--- src/rtl/lcd_text_driver.sv ---
// HD44780 line-1 text driver: power-on init, then paints 16 ROM characters and
// re-paints whenever the latched mode goes stale or a refresh is requested.
module lcd_text_driver #(
   parameter int T_POWER = 750000,
   parameter int T_SETUP = 4,
   parameter int T_PW    = 25,
   parameter int T_GAP   = 2500,
   parameter int T_CLR   = 100000
)(
   input  logic       clk,
   input  logic       rst_n,
   input  logic [1:0] mode,
   input  logic       refresh,
   output logic [1:0] rom_mode,
   output logic [3:0] char_idx,
   input  logic [7:0] char_data,
   output logic       lcd_e,
   output logic       lcd_rs,
   output logic       lcd_rw,
   output logic [7:0] lcd_data,
   output logic       busy
);

   typedef enum logic [2:0] {
      S_PWR_WAIT, S_FUNC, S_DISP, S_ENTRY, S_CLR, S_HOME, S_WRITE, S_IDLE
   } state_t;

   typedef enum logic [1:0] {PH_LOAD, PH_SETUP, PH_PULSE, PH_GAP} phase_t;

   // Reload values are one less than the cycle count; the power wait spends
   // its first cycle loading the counter, hence the extra minus one.
   localparam logic [31:0] C_POWER = 32'(T_POWER - 2);
   localparam logic [31:0] C_SETUP = 32'(T_SETUP - 1);
   localparam logic [31:0] C_PW    = 32'(T_PW - 1);
   localparam logic [31:0] C_GAP   = 32'(T_GAP - 1);
   localparam logic [31:0] C_CLR   = 32'(T_CLR - 1);

   state_t      r_state, w_state_nxt;
   phase_t      r_phase, w_phase_nxt;
   logic [31:0] r_cnt,   w_cnt_nxt;
   logic        r_e,     w_e_nxt;
   logic        r_rs,    w_rs_nxt;
   logic [7:0]  r_data,  w_data_nxt;
   logic [3:0]  r_idx,   w_idx_nxt;
   logic [1:0]  r_rom_mode, w_rom_mode_nxt;
   logic        r_busy,  w_busy_nxt;

   logic        w_start;
   state_t      w_start_state;
   logic        w_start_rs;
   logic [7:0]  w_start_data;

   // Next-state and next-output logic for the sequencer and transaction timer.
   always_comb begin
      w_state_nxt    = r_state;
      w_phase_nxt    = r_phase;
      w_cnt_nxt      = r_cnt;
      w_e_nxt        = r_e;
      w_rs_nxt       = r_rs;
      w_data_nxt     = r_data;
      w_idx_nxt      = r_idx;
      w_rom_mode_nxt = r_rom_mode;
      w_busy_nxt     = r_busy;
      w_start        = 1'b0;
      w_start_state  = r_state;
      w_start_rs     = 1'b0;
      w_start_data   = 8'h00;

      case (r_state)
         S_PWR_WAIT: begin
            if (r_phase == PH_LOAD) begin
               w_cnt_nxt   = C_POWER;
               w_phase_nxt = PH_GAP;
            end else if (r_cnt == 32'd0) begin
               w_start       = 1'b1;
               w_start_state = S_FUNC;
               w_start_data  = 8'h38;
            end else begin
               w_cnt_nxt = r_cnt - 32'd1;
            end
         end
         S_IDLE: begin
            if ((mode != r_rom_mode) || refresh) begin
               w_start        = 1'b1;
               w_start_state  = S_HOME;
               w_start_data   = 8'h80;
               w_rom_mode_nxt = mode;
               w_idx_nxt      = 4'd0;
            end else begin
               w_e_nxt = 1'b0;
            end
         end
         default: begin
            case (r_phase)
               PH_SETUP: begin
                  if (r_cnt == 32'd0) begin
                     w_phase_nxt = PH_PULSE;
                     w_e_nxt     = 1'b1;
                     w_cnt_nxt   = C_PW;
                  end else begin
                     w_cnt_nxt = r_cnt - 32'd1;
                  end
               end
               PH_PULSE: begin
                  if (r_cnt == 32'd0) begin
                     w_phase_nxt = PH_GAP;
                     w_e_nxt     = 1'b0;
                     w_cnt_nxt   = (r_state == S_CLR) ? C_CLR : C_GAP;
                  end else begin
                     w_cnt_nxt = r_cnt - 32'd1;
                  end
               end
               PH_GAP: begin
                  // Advance the index one cycle early so the combinational ROM
                  // already shows the next byte on the edge that starts its write.
                  if ((r_state == S_WRITE) && (r_cnt == 32'd1)) begin
                     w_idx_nxt = r_idx + 4'd1;
                  end else begin
                     w_idx_nxt = r_idx;
                  end
                  if (r_cnt == 32'd0) begin
                     case (r_state)
                        S_FUNC: begin
                           w_start       = 1'b1;
                           w_start_state = S_DISP;
                           w_start_data  = 8'h0C;
                        end
                        S_DISP: begin
                           w_start       = 1'b1;
                           w_start_state = S_ENTRY;
                           w_start_data  = 8'h06;
                        end
                        S_ENTRY: begin
                           w_start       = 1'b1;
                           w_start_state = S_CLR;
                           w_start_data  = 8'h01;
                        end
                        S_CLR: begin
                           w_start        = 1'b1;
                           w_start_state  = S_HOME;
                           w_start_data   = 8'h80;
                           w_rom_mode_nxt = mode;
                           w_idx_nxt      = 4'd0;
                        end
                        S_HOME: begin
                           w_start       = 1'b1;
                           w_start_state = S_WRITE;
                           w_start_rs    = 1'b1;
                           w_start_data  = char_data;
                        end
                        S_WRITE: begin
                           // Index wrapped back to 0: position 15 was the last write.
                           if (r_idx == 4'd0) begin
                              w_state_nxt = S_IDLE;
                              w_phase_nxt = PH_LOAD;
                           end else begin
                              w_start       = 1'b1;
                              w_start_state = S_WRITE;
                              w_start_rs    = 1'b1;
                              w_start_data  = char_data;
                           end
                        end
                        default: begin
                           w_state_nxt = S_PWR_WAIT;
                           w_phase_nxt = PH_LOAD;
                        end
                     endcase
                  end else begin
                     w_cnt_nxt = r_cnt - 32'd1;
                  end
               end
               default: begin
                  w_phase_nxt = PH_SETUP;
                  w_cnt_nxt   = C_SETUP;
               end
            endcase
         end
      endcase

      if (w_start) begin
         w_state_nxt = w_start_state;
         w_phase_nxt = PH_SETUP;
         w_cnt_nxt   = C_SETUP;
         w_e_nxt     = 1'b0;
         w_rs_nxt    = w_start_rs;
         w_data_nxt  = w_start_data;
         w_busy_nxt  = 1'b1;
      end else begin
         w_busy_nxt = (w_state_nxt != S_IDLE);
      end
   end

   // State, timer and registered LCD/ROM outputs.
   always_ff @(posedge clk or negedge rst_n) begin
      if (!rst_n) begin
         r_state    <= S_PWR_WAIT;
         r_phase    <= PH_LOAD;
         r_cnt      <= 32'd0;
         r_e        <= 1'b0;
         r_rs       <= 1'b0;
         r_data     <= 8'h00;
         r_idx      <= 4'd0;
         r_rom_mode <= 2'b00;
         r_busy     <= 1'b1;
      end else begin
         r_state    <= w_state_nxt;
         r_phase    <= w_phase_nxt;
         r_cnt      <= w_cnt_nxt;
         r_e        <= w_e_nxt;
         r_rs       <= w_rs_nxt;
         r_data     <= w_data_nxt;
         r_idx      <= w_idx_nxt;
         r_rom_mode <= w_rom_mode_nxt;
         r_busy     <= w_busy_nxt;
      end
   end

   assign lcd_e    = r_e;
   assign lcd_rs   = r_rs;
   assign lcd_rw   = 1'b0;
   assign lcd_data = r_data;
   assign char_idx = r_idx;
   assign rom_mode = r_rom_mode;
   assign busy     = r_busy;

endmodule

--- config.mk ---
export PLATFORM = sky130hd
export DESIGN_NAME = lcd_text_driver
export DESIGN_NICKNAME = d
export VERILOG_FILES = /design/src/rtl/lcd_text_driver.sv
export SDC_FILE = /design/constraint.sdc
export NUM_CORES = 1
export LEC_CHECK = 0
export ABC_AREA = 1
export BUFFER_PORTS_ARGS = -buffer_cell sky130_fd_sc_hd__buf_4
export CORE_ASPECT_RATIO = 1.1
export CORE_MARGIN = 2
export CORE_UTILIZATION = 45
export DETAILED_ROUTE_END_ITERATION = 7
export GPL_TIMING_DRIVEN = 0
export HOLD_SLACK_MARGIN = 0.05
export PLACE_DENSITY = 0.65
export SYNTH_ARGS = -nofsm -noshare
export SYNTH_HDL_FRONTEND = slang
export SYNTH_SLANG_ARGS = --single-unit
--- constraint.sdc ---
create_clock -name clk -period 4.8 [get_ports clk]
set_clock_uncertainty 0.1 [all_clocks]
set_input_delay 0.24 -clock clk [delete_from_list [all_inputs] [get_ports clk]]
set_output_delay 0.24 -clock clk [all_outputs]
set_load 0.01 [all_outputs]
Word-level counts from Yosys, hierarchy flattened
Index checks and enable logic that the tools add are counted.
{"block": "totals", "input_bits": 13, "word_cells": 130, "output_inout_bits": 18, "ff_bits": 54}
{"block": "classes", "reduce_logical": 17, "bitwise_logic": 1, "addsub": 2, "mux": 69, "n_eq_ne": 32}
{"cell": "2-to-1 mux 32 bit", "count": 5}
{"cell": "case mux 32 bit (3 select lines)", "count": 1}
{"cell": "case mux 32 bit (2 select lines)", "count": 1}
{"cell": "case mux 8 bit (6 select lines)", "count": 1}
{"cell": "2-to-1 mux 3 bit", "count": 11}
{"cell": "== test 32 x 1 -> 1 bit (second input constant)", "count": 1}
{"cell": "zero test 32 bit", "count": 1}
{"cell": "2-to-1 mux 8 bit", "count": 4}
{"cell": "subtractor 32 x 1 -> 32 bit (second input constant)", "count": 1}
{"cell": "2-to-1 mux 2 bit", "count": 10}
{"cell": "2-to-1 mux 4 bit", "count": 5}
{"cell": "inequality test 3 bit (second input constant)", "count": 6}
{"cell": "case mux 3 bit (6 select lines)", "count": 1}
{"cell": "2-to-1 mux 17 bit", "count": 1}
{"cell": "inequality test 4 bit (second input constant)", "count": 4}
{"cell": "case mux 8 bit (2 select lines)", "count": 1}
{"cell": "2-to-1 mux 1 bit", "count": 14}
{"cell": "AND reduction 7 bit", "count": 2}
{"cell": "== test 3 bit (second input constant)", "count": 4}
{"cell": "2-to-1 mux 6 bit", "count": 2}
{"cell": "case mux 2 bit (2 select lines)", "count": 3}
{"cell": "case mux 3 bit (2 select lines)", "count": 2}
{"cell": "case mux 1 bit (2 select lines)", "count": 5}
{"cell": "AND reduction 5 bit", "count": 2}
{"cell": "26 further kinds", "count": 33}

Depth between registers and ports, before layout
Gate-level depths: netlist (run 1).
{"block": "depth", "ltp_word": 8, "mapped_depth": 14, "ltp_nobuf": 14}

Least setup slack after synthesis (run 1)
No wires, ideal clock.
{"block": "synth_timing", "path_kind": "reg2reg", "start": "reg r_cnt[20]", "end": "reg r_cnt[0]", "setup_ps": 126, "setup_slack_ps": 2736, "t_required_ps": 4574, "period_less_slack_ps": 2064, "n_path_buf": 0, "arrival_ps": 1838, "path_stages_with_launch": 14, "cell_sequence": "dfrtp_1 -> nor2_1 -> nand2_1 -> nor2_2 -> nand2_2 -> nor2_1 -> nand2_1 -> ha_1 -> nand2_1 -> o21ai_0 -> o21ai_0 -> o31ai_1 -> nor2_1 -> a21oi_1"}
{"block": "synth_via", "elab_chain_cells": 5, "elab_cells_between_ends": 14, "cone_classes": "1 x eq/ne; 12 x mux; 1 x reduce/logical"}
{"element": "start: declaration", "line": "40", "rtl": "logic [31:0] r_cnt, w_cnt_nxt;"}
{"element": "start signal: assignment", "line": "208", "rtl": "r_cnt <= w_cnt_nxt;"}
{"element": "zero test 32 bit (*)"}
{"element": "2-to-1 mux 32 bit (tied with other cells)"}
{"element": "case mux 32 bit (3 select lines) (tied with other cells)", "line": "94", "rtl": "case (r_phase)"}
{"element": "case mux 32 bit (2 select lines) / case mux 1 bit (2 select lines) (equally long branches)", "line": "69", "rtl": "case (r_state)"}
{"element": "2-to-1 mux 32 bit / inequality test 2 bit (equally long branches)"}
Mark *: on every way between the ends. The rest lies on a longest branch, timed or not.
A chain may end at the register's enable or synchronous reset.

Worst setup path in the final report (run 1)
{"block": "layout_timing", "start": "reg r_state[0]", "end": "reg r_cnt[28]"}
{"block": "layout_via", "elab_chain_cells": 7, "elab_cells_between_ends": 16, "cone_classes": "8 x eq/ne; 6 x mux; 2 x reduce/logical"}
{"element": "start: declaration", "line": "38", "rtl": "state_t r_state, w_state_nxt;"}
{"element": "start signal: assignment", "line": "206", "rtl": "r_state <= w_state_nxt;"}
{"element": "== test 3 bit (tied with other cells)", "line": "122", "rtl": "case (r_state)"}
{"element": "OR reduction 5 bit (no line)"}
{"element": "case mux 1 bit (2 select lines)", "line": "122"}
{"element": "2-to-1 mux 1 bit", "line": "121", "rtl": "if (r_cnt == 32'd0) begin"}
{"element": "2-to-1 mux 1 bit", "line": "94"}
{"element": "case mux 1 bit (2 select lines)", "line": "69"}
{"element": "inequality test 2 bit (no line) / 2-to-1 mux 32 bit (equally long branches)"}
Parallel ways exist; a longest one is shown, timed or not.

==> results.toml, run 1 <==
[floorplan]
pin_count = 31
die_w_um = 97.7
core_mm2 = 0.00940
start_util = 0.463
die_area_mm2 = 0.0105
fp-row-count = 37
die_y_um = 107

[setup_path]
cpPeakStageDelay_ns = 0.42
critPathKind = "reg2reg"
critPathRequiredTime_ns = 4.97
reg2reg_from = "r_state[0]"
crit_path_start_kind = "flip-flop"
r2r_end = "r_cnt[28]"
r2r_setup_slack_ns = 2.12
crit_family = "simple AND/OR/NAND/NOR gates"
arrival_ns = 2.85
worstRegToRegCells = 12
crit_path_frequent_cell = "nand2_1"
critPathMaxFanout = 10
endpoint_kind = "flip-flop"
slowest_stage = "dfrtp_1"
crit_buf_inv = 3
crit_chain = "inv_1 > ha_1 > nand2_1 > inv_1 > nor3_2 > o21ai_1 > nand3_2 > nand4_2 > nor2_2 > buf_4 > nand2_1 > nand2_1"

[timing]
maxSlewHeadroom = 0.482
hold_viol = 0
rsz0062_at_grt = "no"
setup_viol = 0
fmax_mhz = 374
layout_setup_ws_ns = 2.12
slew_viol_final = 0
fin_crit_sh = 0.558
whs_ns = 0.141
finalSetupTns_ns = 0
finalCriticalPeriod_ns = 2.68
worst_pin_slew_ns = 0.774

[place]
placed_cell_area_mm2 = 0.00471
io_buffer_count = 29
dp_cells = 836
gp_congestion = 0.900
dp_hpwl_um = 9830
pre_cts_ws_ns = 2.19

[cells_and_area]
nNetsFinal = 758
n_antenna_cell = 0
finalCoreUtilization = 0.518
stdcell_count = 848
fillers = 970
drive_above_1_share = 0.104
design_area_mm2 = 0.00486
layout-area-overhead-vs-synth_pct = 11.8

[synth]
seq_area_frac_synth = 0.311
synth_cells = 690
syn_nets = 718
ys_warn_count = 0
synth-seq-cells = 54
synth_area_mm2 = 0.00435
yosysUniqueCellTypes = 39
synth.avg_cell_area_um2 = 6.30

[power]
totalPowerFinal_mw = 0.802
ir_drop_v = 0.000140
p_leak_nw = 2.57
p_per_area_mw_per_mm2 = 165

[hold_path]
hold_path_class = "in2reg"
hold_depth = 4
whs_endpoint = "rom_mode[1]"
hold_start = "mode[1]"

[routing]
num_vias = 4599
dr.max_layer_used = "met4"
drt-met1-wl_um = 5530
dr_wl_met2_um = 6390
via_per_inst = 5.42
dr_wl_met3_um = 707
postRouteAntennaNets = 0
drtPass1Iterations = 5
remaining_drc_errors = 0
first_iter_violations = 374
routed_wl_um = 12900
wl_per_cell_um = 15.2

[clocking]
cts.sinks = 54
path_clk_slew_ns = 0.11
htreeDepth = 2
clock-root-buffer = "clkbuf_8"
cts_resized = 0
clk_latency_ns = 0.33
cts_buffers = 5
tritoncts = "yes"
cts.path.max_buffers = 2

[global_routing]
antenna_found_initial = 0
first_global_vias = 4382
grt_max_degree = 55
grt_pass1_wl_um = 21300
globalRouteOverflowTotal = 0
grt_usage = 0.252

[outcome]
status = "finished clean"

[job]
maxCapViolCount = 0
## cell usage in the layout (no fill, tap or decap), drive strengths merged
| cell | n |
|---|---|
| xor2 | 15 |
| dlygate4sd3 | 4 |
| o31ai | 1 |
| a22o | 1 |
| ha | 15 |
| dfrtp | 53 |
| nor2 | 137 |
| clkinvlp | 1 |
| nand3b | 2 |
| xnor2 | 6 |
| o21ai | 27 |
| conb | 1 |
| nand4 | 14 |
| nor3 | 14 |
| clkinv | 1 |
| o211ai | 3 |
| dfstp | 1 |
| buf | 39 |
| o21a | 2 |
| bufinv | 1 |
| o21bai | 2 |
| nand3 | 58 |
| a31oi | 1 |
| or2 | 1 |
| a211oi | 2 |
| nor4 | 1 |
| inv | 55 |
| clkbuf | 13 |
| nand2 | 242 |
| a21oi | 18 |
## routing by layer
layer	track usage	vias up
met4	0.0863	0
met1	0.306	2124
met2	0.451	178
li1	-	2270
met3	0.0430	27
met5	0	-
## worst max-delay path by stage
stage / startpoint / to / slack, ns / cells past startpoint
finish: r_state[0] / r_cnt[28] / 2.12 / 12
global route: r_cnt[16] / r_cnt[0] / 1.83 / 13
CTS: r_cnt[18] / r_cnt[0] / 2.16 / 13
detailed placement: r_state[0] / r_cnt[28] / 2.19 / 12
global placement: r_state[0] / r_cnt[22] / 2.25 / 12
floorplan: r_cnt[20] / r_cnt[0] / 2.74 / 13
## synthesized netlist by cell type, drive strengths merged
master / n / area (um2)
nand2: 242 / 928
nor2: 137 / 562
nand3: 58 / 300
inv: 55 / 206
dfrtp: 53 / 1330
o21ai: 27 / 135
a21oi: 18 / 101
ha: 15 / 188
xor2: 15 / 131
nand4: 14 / 93.8
nor3: 14 / 75.1
buf: 10 / 71.3
clkbuf: 7 / 26.3
xnor2: 6 / 52.6
o211ai: 3 / 22.5
a211oi: 2 / 15.0
nand3b: 2 / 15.0
o21a: 2 / 15.0
o21bai: 2 / 15.0
a22o: 1 / 8.76
a31oi: 1 / 6.26
clkinv: 1 / 3.75
conb: 1 / 3.75
dfstp: 1 / 26.3
nor4: 1 / 6.26
o31ai: 1 / 7.51
or2: 1 / 6.26
## layout make-up
cell class	count	area, um2	share of cell area
plain buffers	17	97.6	0.0201
clock buffers	6	72.6	0.0149
clock inverters	2	37.5	0.00772
inverters	56	210	0.0432
multi-input cells	563	2690	0.553
flip-flops and latches	54	1350	0.278
well taps	117	146	0.0301
repair buffers	33	258	0.0530
## report_power, final
part / total (mW) / switching, mW / internal (mW)
combinational: 0.0249 / 0.0139 / 0.0110
sequential: 0.456 / 0.000642 / 0.456
clock: 0.321 / 0.165 / 0.156
## state kept, by name, indices dropped and copies added (netlist names), 2 cells and up
name	cells
r_cnt	32
lcd_data	8
char_idx	4
r_state	3
r_phase	2
rom_mode	2
## logic make-up (layout without fill, tap and decap cells)
group,count (synthesis),count (layout),synth area share
simple gates,469,469,0.457
buf+inv,73,114,0.0708
compound gates,57,57,0.0751
flops,54,54,0.311
xor+xnor,21,21,0.0423
fa+ha+maj,15,15,0.0432
other cells,1,1,0.000862
## tightest hold or removal path: cells and delay by family
family          cells  cell delay [ns]
compound gates      1             0.10
buf+inv             2             0.12
simple gates        1             0.07
## repair_timing
| item | CTS | global route |
|---|---|---|
| hold buffers | 4 | 0 |
| endpoints found under the hold margin | 56 | 0 |
| setup buffers | 0 | 0 |
Note: power is estimated with default switching activity, not from simulation.
==> inputs of run 2 (changes only) <==
Settings changed: PLACE_DENSITY 0.65 to 0.68.
Clock period 4.8 ns to 2.4 ns, I/O delays scaled along.
==> run 2 against run 1 <==
  * Cell area rose by 5.3%
  * First-iteration DRC count is 15% lower
  * Total power increased by 100%
  * Sequential power rose by 100%
  * Non-clock buffer count grew 12
  * Clock power grew 100%
  * Clock-buffer cell count decreased by 1
  * Largest power group unchanged
==> results.toml, run 2 (synthesized netlist as in run 1, its figures left out) <==
[outcome]
status = "finished clean"

[clocking]
cts_buffers = 5
clk_latency_ns = 0.33
path_clk_slew_ns = 0.11
cts.path.max_buffers = 2
htreeDepth = 2
tritoncts = "yes"
cts.sinks = 54
clock-root-buffer = "clkbuf_8"

[floorplan]
die_area_mm2 = 0.0105
pin_count = 31
die_y_um = 107
fp-row-count = 37
start_util = 0.463
core_mm2 = 0.00940
die_w_um = 97.7

[cells_and_area]
largest_reg_flops = 32
finalCoreUtilization = 0.545
layout-area-overhead-vs-synth_pct = 17.8
stdcell_count = 860
n_antenna_cell = 0
ff_latch_area_mm2 = 0.00136
drive_above_1_share = 0.156
largest-register = "r_cnt"
multi_input_area_mm2 = 0.00280
nNetsFinal = 770
fillers = 954
layout_common_cells = "230 x nand2_1, 117 x nor2_1, 56 x nand3_1"
final_common_cell = "nand2_1"

[setup_path]
critPathRequiredTime_ns = 2.53
endpoint_kind = "flip-flop"
arrival_ns = 2.41
critPathMaxFanout = 10
critPathKind = "reg2reg"
crit_path_start_kind = "flip-flop"

[global_routing]
antenna_found_initial = 0
globalRouteOverflowTotal = 0
groute.layer.met2.usage = 0.464
grt_usage = 0.259
use_met3 = 0.0398
grt_most_used_layer = "met2"
grt_max_degree = 55
grt_pass1_wl_um = 22000
grt_use_met1 = 0.311
first_global_vias = 4698

[place]
dp_hpwl_um = 9830
io_buffer_count = 29
gp_congestion = 0.942
dp_cells = 836

[routing]
drtPass1Iterations = 6
num_vias = 4645
postRouteAntennaNets = 0
first_iter_violations = 318
wl_per_cell_um = 15.3
routed_wl_um = 13200
via_per_inst = 5.40
remaining_drc_errors = 0

[timing]
fin_crit_sh = 0.953
hold_viol = 0
worst_pin_slew_ns = 0.705
fmax_mhz = 437
setup_viol = 0
finalCriticalPeriod_ns = 2.29
maxSlewHeadroom = 0.530
slew_viol_final = 0

[power]
ir_drop_v = 0.000179
totalPowerFinal_mw = 1.62
p_per_area_mw_per_mm2 = 316
p_leak_nw = 2.68

[hold_path]
hold_path_class = "in2reg"

[job]
maxCapViolCount = 0
==> run 2: layout make-up <==
| class | count | share of cell area |
|---|---|---|
| plain buffers | 15 | 0.0200 |
| clock buffers | 5 | 0.0134 |
| clock inverters | 3 | 0.00928 |
| inverters | 56 | 0.0423 |
| multi-input cells | 563 | 0.547 |
| flip-flops and latches | 54 | 0.265 |
| well taps | 117 | 0.0286 |
| repair buffers | 47 | 0.0743 |
==> run 2: layer usage <==
metal  wire length [um]  vias to the layer above  part of all wire
met1               5520                     2175              0.42
met4                412                        0             0.031
met3                690                       35             0.052
li1                   -                     2296                 -
met2               6570                      139              0.50
met5                  0                        -                 0
==> run 2: timing repair <==
action,in CTS,in global routing
setup buffers,4,8
endpoints found under the setup margin,40,48
hold buffers,6,0
hold endpoints to repair,58,0
gates resized for setup,9,38
pin swaps,2,4
==> run 2: path summary, 6_finish.rpt <==
check	start	cells after the start	to	slack, ns
setup / recovery	r_cnt[1]	14	r_cnt[16]	0.11
hold / removal	char_data[0]	5	lcd_data[0]	0.09
setup reg to reg	r_cnt[1]	14	r_cnt[16]	0.11
hold reg to reg	lcd_rs	2	lcd_rs	0.41
max in group asynchronous	rst_n	2	r_cnt[11]	1.40
min in group asynchronous	rst_n	2	r_cnt[3]	0.26
==> run 2: through the flow <==
stage	hold WS (ns)	instance area, um2	setup WS [ns]	setup TNS, ns
CTS	0.0770	4940	0.00835	0
finish	0.0869	5120	0.113	0
floorplan	-0.276	4350	0.336	0
detailed placement	0.126	4710	-0.203	-2.84
global route	0.111	5120	-0.00856	-0.00868
global placement	0.119	4710	-0.127	-1.39
==> run 2: critical path, stage by stage (launching register included) <==
cell,delay [ns]
dfrtp_1,0.39
inv_1,0.17
ha_1,0.26
nand2_1,0.09
inv_1,0.06
nand3_1,0.15
nor2_4,0.18
buf_6,0.18
nor2_1,0.07
inv_1,0.12
nand3_1,0.14
nand2_1,0.08
nand2_1,0.05
nand2_1,0.11
nand2_1,0.05
==> run 2: report_power, final <==
group | switching (mW) | leakage, nW | internal (mW) | total, mW
Sequential | 0.00135 | 0.654 | 0.911 | 0.912
Combinational | 0.0279 | 1.97 | 0.0240 | 0.0519
Clock | 0.340 | 0.0587 | 0.317 | 0.657
Total | 0.369 | 2.68 | 1.25 | 1.62
